$ cat config.mk
export PLATFORM = sky130hd
export DESIGN_NAME = uart_rx_flat
export DESIGN_NICKNAME = d
export VERILOG_FILES = /design/src/rtl/uart_pkg.sv /design/src/rtl/uart_rx_if.sv /design/src/rtl/uart_rx_sync.sv /design/src/rtl/uart_rx.sv /design/src/flat_wrapper.sv
export SDC_FILE = /design/constraint.sdc
export NUM_CORES = 1
export LEC_CHECK = 0
export BUFFER_PORTS_ARGS = -buffer_cell sky130_fd_sc_hd__buf_2
export CAP_MARGIN = 0
export CORE_MARGIN = 5
export CORE_UTILIZATION = 50
export DETAILED_ROUTE_END_ITERATION = 10
export HOLD_SLACK_MARGIN = 0.12
export PLACE_DENSITY_LB_ADDON = 0.25
export SLEW_MARGIN = 20
export SYNTH_ARGS = -nofsm -noshare
export SYNTH_HDL_FRONTEND = slang
export SYNTH_SLANG_ARGS = --single-unit
$ cat constraint.sdc
create_clock -name uart_clk -period 3.9 [get_ports uart_clk]
set_input_delay 0.78 -clock uart_clk [delete_from_list [all_inputs] [get_ports uart_clk]]
set_output_delay 0.78 -clock uart_clk [all_outputs]
set_load 0.02 [all_outputs]
$ cat src/rtl/uart_pkg.sv
// Shared UART definitions: receiver state encoding, frame and divider widths.
package uart_pkg;

    localparam int UART_DATA_BITS = 8;
    localparam int UART_DIV_W     = 16;

    typedef enum logic [2:0] {
        ARM,
        IDLE,
        START,
        DATA,
        STOP
    } uart_rx_state_e;

endpackage

$ cat src/rtl/uart_rx_if.sv
// Byte-side handshake of the UART receiver: holding register, status pulses and consumer ack.
interface uart_rx_if;

    logic [uart_pkg::UART_DATA_BITS-1:0] uart_rx_data;
    logic                                uart_rx_avail;
    logic                                uart_rx_valid;
    logic                                uart_rx_frame_err;
    logic                                uart_rx_overrun;
    logic                                uart_rx_ack;

    modport master (
        output uart_rx_data, uart_rx_avail, uart_rx_valid,
        output uart_rx_frame_err, uart_rx_overrun,
        input  uart_rx_ack
    );

    modport slave (
        input  uart_rx_data, uart_rx_avail, uart_rx_valid,
        input  uart_rx_frame_err, uart_rx_overrun,
        output uart_rx_ack
    );

endinterface

$ cat src/rtl/uart_rx_sync.sv
// Multi-flop synchroniser for the serial line (resets to idle-high) with falling-edge detect.
module uart_rx_sync #(
    parameter int SYNC_STAGES = 2
) (
    input  logic clk_i,
    input  logic rst_ni,
    input  logic rx_i,
    output logic rx_s_o,
    output logic rx_fall_o
);

    logic [SYNC_STAGES-1:0] sync_q;
    logic                   prev_q;

    always_ff @(posedge clk_i or negedge rst_ni) begin
        if (!rst_ni) begin
            sync_q <= '1;
            prev_q <= 1'b1;
        end else begin
            sync_q <= {sync_q[SYNC_STAGES-2:0], rx_i};
            prev_q <= sync_q[SYNC_STAGES-1];
        end
    end

    assign rx_s_o    = sync_q[SYNC_STAGES-1];
    assign rx_fall_o = prev_q & ~rx_s_o;

endmodule

$ cat src/rtl/uart_rx.sv
// 8N1 UART receiver: mid-bit sampling at (divider+1) clocks per bit, one-deep holding register.
module uart_rx
    import uart_pkg::*;
#(
    parameter int SYNC_STAGES = 2
) (
    input  logic                  uart_clk,
    input  logic                  uart_rst_n,
    input  logic                  uart_ser_rx,
    input  logic [UART_DIV_W-1:0] uart_divider,
    output logic                  uart_rx_busy,
    uart_rx_if.master             rx_bus
);

    uart_rx_state_e              state_q, state_d;
    logic [UART_DIV_W-1:0]       cnt_q, cnt_d;
    logic [2:0]                  bitcnt_q, bitcnt_d;
    logic [UART_DATA_BITS-1:0]   shift_q, shift_d;
    logic [UART_DATA_BITS-1:0]   data_q, data_d;
    logic                        avail_q, avail_d;
    logic                        valid_q, valid_d;
    logic                        ferr_q, ferr_d;
    logic                        ovr_q, ovr_d;
    logic                        byte_done;
    logic                        ack_hit;
    logic                        rx_s, rx_fall;
    logic [UART_DIV_W-1:0]       half_div;

    uart_rx_sync #(.SYNC_STAGES(SYNC_STAGES)) u_sync (
        .clk_i    (uart_clk),
        .rst_ni   (uart_rst_n),
        .rx_i     (uart_ser_rx),
        .rx_s_o   (rx_s),
        .rx_fall_o(rx_fall)
    );

    assign half_div = uart_divider >> 1;
    assign ack_hit  = rx_bus.uart_rx_ack & avail_q;

    always_comb begin
        state_d   = state_q;
        cnt_d     = cnt_q;
        bitcnt_d  = bitcnt_q;
        shift_d   = shift_q;
        byte_done = 1'b0;
        ferr_d    = 1'b0;
        case (state_q)
            // Hold off until the synchroniser has flushed its reset value and shows idle.
            ARM: begin
                if (cnt_q < UART_DIV_W'(SYNC_STAGES)) cnt_d = cnt_q + 16'd1;
                else if (rx_s)                         state_d = IDLE;
            end
            IDLE: begin
                if (rx_fall) begin
                    cnt_d    = '0;
                    bitcnt_d = '0;
                    // At one clock per bit the detected edge already is the start sample.
                    state_d  = (uart_divider == '0) ? DATA : START;
                end
            end
            START: begin
                if (cnt_q == half_div) begin
                    cnt_d   = '0;
                    state_d = rx_s ? IDLE : DATA;
                end else begin
                    cnt_d = cnt_q + 16'd1;
                end
            end
            DATA: begin
                if (cnt_q == uart_divider) begin
                    cnt_d             = '0;
                    shift_d[bitcnt_q] = rx_s;
                    bitcnt_d          = bitcnt_q + 3'd1;
                    if (bitcnt_q == 3'(UART_DATA_BITS-1)) state_d = STOP;
                end else begin
                    cnt_d = cnt_q + 16'd1;
                end
            end
            STOP: begin
                if (cnt_q == uart_divider) begin
                    cnt_d = '0;
                    if (rx_s) begin
                        byte_done = 1'b1;
                        state_d   = IDLE;
                    end else begin
                        ferr_d  = 1'b1;
                        state_d = ARM;
                    end
                end else begin
                    cnt_d = cnt_q + 16'd1;
                end
            end
            default: state_d = ARM;
        endcase
    end

    // A concurrent ack consumes the old byte, so the new one is not an overrun.
    always_comb begin
        data_d  = data_q;
        avail_d = avail_q;
        ovr_d   = ovr_q;
        valid_d = byte_done;
        if (byte_done) begin
            data_d  = shift_q;
            avail_d = 1'b1;
            ovr_d   = ack_hit ? 1'b0 : (avail_q | ovr_q);
        end else if (ack_hit) begin
            avail_d = 1'b0;
            ovr_d   = 1'b0;
        end
    end

    always_ff @(posedge uart_clk or negedge uart_rst_n) begin
        if (!uart_rst_n) begin
            state_q  <= ARM;
            cnt_q    <= '0;
            bitcnt_q <= '0;
            shift_q  <= '0;
            data_q   <= '0;
            avail_q  <= 1'b0;
            valid_q  <= 1'b0;
            ferr_q   <= 1'b0;
            ovr_q    <= 1'b0;
        end else begin
            state_q  <= state_d;
            cnt_q    <= cnt_d;
            bitcnt_q <= bitcnt_d;
            shift_q  <= shift_d;
            data_q   <= data_d;
            avail_q  <= avail_d;
            valid_q  <= valid_d;
            ferr_q   <= ferr_d;
            ovr_q    <= ovr_d;
        end
    end

    assign rx_bus.uart_rx_data      = data_q;
    assign rx_bus.uart_rx_avail     = avail_q;
    assign rx_bus.uart_rx_valid     = valid_q;
    assign rx_bus.uart_rx_frame_err = ferr_q;
    assign rx_bus.uart_rx_overrun   = ovr_q;
    assign uart_rx_busy             = (state_q != IDLE);

endmodule
$ cat src/flat_wrapper.sv
// flat-port wrapper written by rule: the top's interface ports become plain ports
module uart_rx_flat import uart_pkg::*;
#(
    parameter int SYNC_STAGES = 2
)
  (uart_clk, uart_rst_n, uart_ser_rx, uart_divider, uart_rx_busy, rx_bus_uart_rx_data, rx_bus_uart_rx_avail, rx_bus_uart_rx_valid, rx_bus_uart_rx_frame_err, rx_bus_uart_rx_overrun, rx_bus_uart_rx_ack);
  uart_rx_if rx_bus_i ();
  input  logic uart_clk;
  input  logic uart_rst_n;
  input  logic uart_ser_rx;
  input  logic [UART_DIV_W-1:0] uart_divider;
  output logic uart_rx_busy;
  output wire logic [$bits(rx_bus_i.uart_rx_data)-1:0] rx_bus_uart_rx_data;
  output wire logic [$bits(rx_bus_i.uart_rx_avail)-1:0] rx_bus_uart_rx_avail;
  output wire logic [$bits(rx_bus_i.uart_rx_valid)-1:0] rx_bus_uart_rx_valid;
  output wire logic [$bits(rx_bus_i.uart_rx_frame_err)-1:0] rx_bus_uart_rx_frame_err;
  output wire logic [$bits(rx_bus_i.uart_rx_overrun)-1:0] rx_bus_uart_rx_overrun;
  input wire logic [$bits(rx_bus_i.uart_rx_ack)-1:0] rx_bus_uart_rx_ack;
  assign rx_bus_uart_rx_data = rx_bus_i.uart_rx_data;
  assign rx_bus_uart_rx_avail = rx_bus_i.uart_rx_avail;
  assign rx_bus_uart_rx_valid = rx_bus_i.uart_rx_valid;
  assign rx_bus_uart_rx_frame_err = rx_bus_i.uart_rx_frame_err;
  assign rx_bus_uart_rx_overrun = rx_bus_i.uart_rx_overrun;
  assign rx_bus_i.uart_rx_ack = rx_bus_uart_rx_ack;
  uart_rx #(.SYNC_STAGES(SYNC_STAGES)) u_core (.uart_clk(uart_clk), .uart_rst_n(uart_rst_n), .uart_ser_rx(uart_ser_rx), .uart_divider(uart_divider), .uart_rx_busy(uart_rx_busy), .rx_bus(rx_bus_i));
endmodule
==> results of run 1 <==
-- Yosys cell counts, drive strengths merged --
library cell and n:
a21o 1, a21oi 3, a22o 3, a2bb2oi 1, and2 2, and3 2, and3b 1, and4 4
buf 12, clkbuf 7, dfrtp 42, dfstp 3, ha 3, inv 5, mux2 17, nand2 19
nand2b 3, nand3 15, nand3b 1, nand4 12, nor2 10, nor2b 2, nor3 8, nor3b 1
nor4 8, o21ai 20, o221a 1, o221ai 1, o22ai 15, o31ai 2, o41ai 1, or2 7
or3 3, or4 1, xnor2 29, xor2 3
-- metrics by stage --
step                setup slack (ps)  std cells
global placement                1090        352
detailed placement              1090        352
finish                          1400        360
floorplan                       1510        268
CTS                             1410        360
global route                    1230        360
-- registers in the layout, summed over array words and instances, names as in the netlist, 2 cells and up --
register and flops:
u_core.bitcnt_q 3, u_core.cnt_q 16, u_core.rx_bus.uart_rx_data 8, u_core.shift_q 8
u_core.state_q 3, u_core.u_sync.sync_q 2
-- area by class of cell --
| cell class | count | area [um2] |
|---|---|---|
| Clock buffer | 5 | 68.8 |
| Clock inverter | 3 | 22.5 |
| Fill cell | 481 | 2230 |
| Inverter | 5 | 18.8 |
| Multi-Input combinational cell | 199 | 1410 |
| Sequential cell | 45 | 1130 |
| Tap cell | 70 | 87.6 |
| Timing Repair Buffer | 33 | 170 |
-- final timing paths --
path	from	to	slack [ps]	cells after the start
setup / recovery	uart_divider[15]	u_core.cnt_q[12]	1400	8
hold / removal	u_core.u_sync.sync_q[0]	u_core.u_sync.sync_q[1]	360	0
setup reg to reg	u_core.cnt_q[12]	u_core.cnt_q[12]	1470	6
hold reg to reg	u_core.u_sync.sync_q[0]	u_core.u_sync.sync_q[1]	360	0
max in group asynchronous	uart_rst_n	u_core.rx_bus.uart_rx_data[4]	3040	1
min in group asynchronous	uart_rst_n	u_core.cnt_q[3]	460	1
-- power groups by stage --
stage	sequential [uW]	combinational (uW)	clock [uW]
final	582	604	290
after detailed placement	591	599	0
after global placement	590	597	0
after floorplan	539	533	0
after CTS	582	600	301
after global routing	591	675	320
-- logic make-up after synthesis --
family / count (synthesis) / share of synthesized area
adder cells (fa/ha/maj): 3 / 0.0141
flip-flops: 45 / 0.423
XOR/XNOR: 32 / 0.105
AND/OR/NAND/NOR: 99 / 0.219
multiplexers: 17 / 0.0717
buffers and inverters: 24 / 0.0482
AO/OA/AOI/OAI: 48 / 0.119
-- critical path: cells and delay by family --
kind                      cells  cell delay, ps
AOI/OAI and AO/OA             2             360
xor gates and xnor gates      1             160
buffers and inverters         2             350
and+or+nand+nor               3            1010
-- per-layer routing --
metal | wire length, um | vias up | GRT usage | share of wire
met5 | 0 | - | 0 | 0
li1 | - | 1014 | - | -
met1 | 2690 | 1013 | 0.247 | 0.49
met2 | 2490 | 36 | 0.249 | 0.45
met3 | 259 | 8 | 0.0337 | 0.047
met4 | 76 | 0 | 0.0490 | 0.014
==> summary.md, run 1 <==
| Metric | Value |
|---|---|
| Status | finished clean |
| Antenna violations before repair | 0 |
| Sw frac | 0.436 |
| Clk Latency, worst-skew pair | ~300 ps |
| HPWL after DPL | 4090 um |
| Fmax | 400 MHz |
| Root buf cell | clkbuf_8 |
| Most common cell after layout, fill and taps aside | dfrtp_1 |
| WS Path Type | in -> reg |
| Flops & latches, synth | 45 |
| Utilization after layout | 0.566 |
| Dpl cell area | roughly 0.0028 mm2 |
| Resized cells post-CTS | 0 |
| Die ar. | 0.00690 mm2 |
| Mean area per synthesized cell | around 10 um2 |
| Dominant cells by area after synthesis | dfrtp_1 39%, xnor2_1 9.5%, mux2_2 7.2%, o21ai_0 3.4%, o22ai_1 3.0% |
| Crit path required time | 4070 ps |
| VDD IR-drop max | 0.000345 V |
| First-pass GRT wire length | between 9000 and 10,000 um |
| Synthesized Nets | between 200 and 300 |
| PwrDens | between 500 and 600 mW/mm2 |
| Power, Total | 1480 uW |
| IO Count | 33 |
| CTS tree | built |
| Internal power | between 800 and 900 uW |
| Slowest stage delay, CP | roughly 550 ps |
| Hold Vio Cnt, Final | 0 |
| Core area | ~0.0051 mm2 |
| # rows | 26 |
| Endpoints failing setup | 0 |
| Min-delay worst type | reg -> reg |
| WL final | 5520 um |
| CTS clk-pin slew, worst paths | 80 ps |
| Area grow syn2layout | 8.95% |
| Leak Pwr | about 0.0013 uW |
| Max-slew headroom | 0.598 |
| Slowest-stage cell, CP | nor3_4 |
| Net Switching | about 640 uW |
| Comb pwr share | 0.409 |
| Unrepaired setup endpoints after global routing | no |
| Final instance area | slightly below 0.003 mm2 |
| Die Width | between 80 and 90 um |
| Yosys cell types | 45 |
| Wirelength per Cell | approximately 15 um |
| Seq/Total Area, Yosys | 0.423 |
| Most frequent cells in the layout | 42 x dfrtp_1, 31 x buf_2, 29 x xnor2_1, 19 x nand2_1, 18 x o21ai_0 |
| Post-Syn Area | 0.00267 mm2 |
| Routed Antenna Nets | 0 |
| Gr usage total | 0.168 |
| Fin crit share | 0.640 |
| Slew Viols, Final | 0 |
| Vias/cell | approximately 5.8 |
| WP data arrival | around 2700 ps |
| Setup bufs post-CTS | 0 |
| CTS buffer count | 5 |
| Setup Skew | 2.93 ps |
| Longest Clk Path Bufs | 2 |
| Via Count | roughly 2.1k |
| Synth top area share | 0.393 |
| Initial Utilization | 0.520 |
| Measured slew at the worst slew-check pin | 601 ps |
| # H-tree levels | 2 |
| Clock power share | 0.197 |
| Hold buffer count at CTS | 0 |
| Vias in the first global route | between 1.5k and 2k |
| Crit path capture type | flop |
| Post-layout minimum cycle time | ~2500 ps |
| Max-Cap Viols | 0 |
| Clock sink total | 45 |
| Maximum fanout along the worst path | 14 |
| Largest net degree at the start of global routing | 46 |
| DRT iter0 DRCs | approximately 150 |
| Register share of total power | 0.394 |
| Yosys top cell by area | dfrtp_1 |
| DRC | 0 |
| Setup TNS | 0 ps |
| Layout cells sized above 1 | 0.266 |
| GPL Wtd Cong | approximately 0.85 |
| Yosys Warn Count | 0 |
| Min Hold Slack | about 360 ps |
| Critical Path, Cell by Cell | buf_2 -> xnor2_1 -> nand4_1 -> nor4_4 -> buf_4 -> o22ai_2 -> nor3_4 -> o22ai_1 |
| Port bufs | 32 |
| Worst setup SP type | primary input |
| Grt total ovfl | 0 |
| Die H | slightly above 80 um |
| Drt first pass iters | 4 |
| ANT cells | 0 |
| Cells after synthesis | roughly 270 |
| Fin nets | between 300 and 400 |
No activity file was read; power rests on OpenSTA's default activity.
==> inputs of run 2 (changes only) <==
- ABC_AREA: unset -> 1
- clock period: 3.9 -> 2.23 ns (I/O delays scaled with it)
==> run 2 against run 1 <==
Utilization is 0.54 points higher. Synthesized area grew 16%. Routed wire length grew 30%. Worst setup slack got worse by 1100 ps. Final cell count rose by 62%. Via count increased by 44%. Critical path type is now reg -> reg. Largest cell class unchanged.
==> summary.md, run 2 <==
| Metric | Value |
|---|---|
| Gr usage total | 0.194 (+0.0262) |
| Synth top area share | 0.340 (-0.0539) |
| Root buf cell | clkbuf_8 |
| Unrepaired setup endpoints after global routing | no |
| Antenna violations before repair | 0 (unchanged) |
| Vias in the first global route | 2,623 (+35%) |
| Utilization after layout | 0.572 (+0.00543) |
| Die ar. | 0.00786 mm2 (+14%) |
| Longest Clk Path Bufs | 2 (unchanged) |
| Die H | 88.7 um (+6.7%) |
| IO Count | 33 (unchanged) |
| DP Worst Slack | 275 ps (-813 ps) |
| Worst-case reg-to-reg path depth | 11 (+5) |
| Yosys Warn Count | 0 (unchanged) |
| Area occupied by multi-input gates | 0.00161 mm2 (+14%) |
| Fin nets | 529 (+70%) |
| Yosys cell types | 30 (-33%) |
| Slowest-stage cell, CP | dfrtp_1 |
| Min Hold Slack | 220 ps (-140 ps) |
| HPWL after DPL | 5390 um (+32%) |
| Most common cell after layout, fill and taps aside | nand2_1 |
| CTS clk-pin slew, worst paths | 90 ps (about the same) |
| Hold Vio Cnt, Final | 0 (unchanged) |
| Ys flop type | dfrtp_1 |
| Min-delay worst type | in -> async |
| # rows | 28 (+7.7%) |
| Status | finished clean |
| Crit path capture type | flop |
| Clk Latency, worst-skew pair | 300 ps (about the same) |
| DRC | 0 (unchanged) |
| ANT cells | 0 (unchanged) |
| Layout cells sized above 1 | 0.146 (-0.120) |
| Critical Path, Cell by Cell | inv_1 -> nand2_1 -> nand2_1 -> nor2_1 -> nand2_1 -> nor2_2 -> nand2_2 -> nor2_4 -> inv_4 -> nand2_1 -> o21ai_2 |
| Die Width | 88.7 um (+6.7%) |
| Max-slew headroom | 0.622 (+0.0240) |
| Grt total ovfl | 0 (unchanged) |
| WP data arrival | 2120 ps (-540 ps) |
| Fin crit share | 0.863 |
| Crit-path most repeated cell | nand2_1 |
| Cells after synthesis | 472 (+76%) |
| Post-Syn Area | 0.00310 mm2 (+16%) |
| Worst setup SP type | flop |
| Drt first pass iters | 5 (+1) |
| Core area | 0.00596 mm2 (+16%) |
| Routed Antenna Nets | 0 (unchanged) |
| Crit path required time | 2430 ps (-1640 ps) |
| Flops & latches, synth | 45 (unchanged) |
| Setup bufs post-CTS | 0 (unchanged) |
| Area grow syn2layout | 9.98% |
| Endpoints failing setup | 0 (unchanged) |
| EDFF count, synth | 0 (unchanged) |
| DRT iter0 DRCs | 246 (+61%) |
| Post-synth top cells | 164 x nand2_1, 61 x inv_1, 51 x nand3_1, 49 x nor2_1, 42 x dfrtp_1 |
| Most flop-heavy register | u_core.cnt_q |
| Via Count | 2,990 (+44%) |
| Vias/cell | 5.14 (-11%) |
| CTS tree | built |
| Most frequent cell after synthesis | nand2_1 |
| GPL Wtd Cong | 0.908 (+6.3%) |
| Most frequent cells in the layout | 164 x nand2_1, 61 x inv_1, 51 x nand3_1, 49 x nor2_1, 42 x dfrtp_1 |
| Dominant cells by area after synthesis | dfrtp_1 34%, nand2_1 20%, nand3_1 8.2%, inv_1 7.4%, nor2_1 5.9% |
| Mean area per synthesized cell | 6.56 um2 (-34%) |
| Filler cells | 591 (+23%) |
| Slowest stage delay, CP | 500 ps (-50 ps) |
| Post-layout minimum cycle time | a little under 2000 ps |
| Worst reg2reg startpoint | u_core.cnt_q[10] |
| Maximum fanout along the worst path | 13 (-1) |
| Measured slew at the worst slew-check pin | 567 ps (-34.1 ps) |
| Seq/Total Area, Yosys | 0.365 (-0.0580) |
| Max-Cap Viols | 0 (unchanged) |
| Largest register FFs | 16 (unchanged) |
| Leak Pwr | 0.00184 uW (+46%) |
| Clock sink total | 45 (unchanged) |
| Fmax | 520 MHz |
| Initial Utilization | 0.520 (about the same) |
| WP depth | 11 (+3) |
| VDD IR-drop max | 0.000295 V (-15%) |
| First-pass GRT wire length | 12,000 um (+26%) |
| Yosys top cell by area | dfrtp_1 |
| Resized cells post-CTS | 0 (unchanged) |
| Port bufs | 32 (unchanged) |
| WS Path Type | reg -> reg |
| FF/Latch Area | 0.00113 mm2 (unchanged) |
| CP delay by family, top | simple AND/OR/NAND/NOR gates |
| Hold buffer count at CTS | 0 (unchanged) |
| Setup Skew | 4.67 ps (+1.75 ps) |
| PwrDens | 519 mW/mm2 (+2.3%) |
| CTS buffer count | 5 (unchanged) |
| FFs w/ async S/R, synth | 1.00 (unchanged) |
| Wirelength per Cell | 12.3 um (-20%) |
| R2r setup slk | 310 ps (-1160 ps) |
| WL final | 7150 um (+30%) |
| Setup TNS | 0 ps (unchanged) |
| Final worst slack | 306 ps (-1100 ps) |
| Synthesized Nets | 495 (+70%) |
| Worst Path Buf+Inv | 2 (unchanged) |
| # H-tree levels | 2 (unchanged) |
| Crit Reg-Reg Endpoint | u_core.rx_bus.uart_rx_data[4] |
| Slew Viols, Final | 0 (unchanged) |
| Largest net degree at the start of global routing | 46 (unchanged) |
run 2: cell count changes after synthesis, sizes merged, moves of 12 or more:
cell    before  now
xor2         3   15
inv          5   71
xnor2       29    0
nand2       19  169
nand3       15   51
mux2        17    0
o211ai       0   13
nor2        10   54
o22ai       15    0
run 2: cell families (layout without fill, tap and decap cells):
kind of cell	count (synthesis)	in the layout	share of synthesized area
xor gates and xnor gates	15	15	0.0424
AOI/OAI and AO/OA	37	37	0.0776
buffers and inverters	85	120	0.116
DFF	45	45	0.365
and+or+nand+nor	287	287	0.387
adders and majority gates	3	3	0.0121
run 2: final cells by class:
type                    instances  area share
repair buffers                 39      0.0625
flip-flops and latches         45       0.332
inverters                      73      0.0816
clock buffers                   6      0.0213
multi-input cells             342       0.472
well taps                      75      0.0276
clock inverters                 2     0.00294
run 2: stage by stage:
step | std cells | total power [uW] | area [um2]
after floorplan | 472 | 1190 | 3100
after global placement | 574 | 1280 | 3320
after detailed placement | 574 | 1280 | 3320
after CTS | 582 | 1770 | 3400
after global routing | 582 | 1870 | 3400
final | 582 | 1770 | 3400
run 2: worst max path at each step:
stage                          start                             to  slack, ps
floorplan            u_core.cnt_q[3]             u_core.bitcnt_q[0]        690
global placement    uart_divider[15]  u_core.rx_bus.uart_rx_data[4]        300
detailed placement  uart_divider[12]  u_core.rx_bus.uart_rx_data[4]        270
CTS                 u_core.cnt_q[10]  u_core.rx_bus.uart_rx_data[4]        300
global route        u_core.cnt_q[10]                u_core.cnt_q[1]         90
finish              u_core.cnt_q[10]  u_core.rx_bus.uart_rx_data[4]        310
run 2: worst reg2reg max path, delay by kind of cell (launching register included):
family,cells,cell delay (ps)
AND/OR/NAND/NOR,8,1010
flip-flops,1,500
AO/OA/AOI/OAI,1,50
buffers and inverters,2,260
run 2: where the power goes:
group	total, uW	switching [uW]	leakage [uW]	internal, uW
Clock	501	284	0.0000450	218
Combinational	332	205	0.00122	127
Sequential	932	73.8	0.000570	858
Total	1770	562	0.00184	1200
run 2: layer usage:
metal,track usage,wire length [um],part of all wire
met4,0.0440,87,0.012
met5,0,0,0
met2,0.310,3130,0.44
met1,0.276,3490,0.49
met3,0.0317,440,0.062
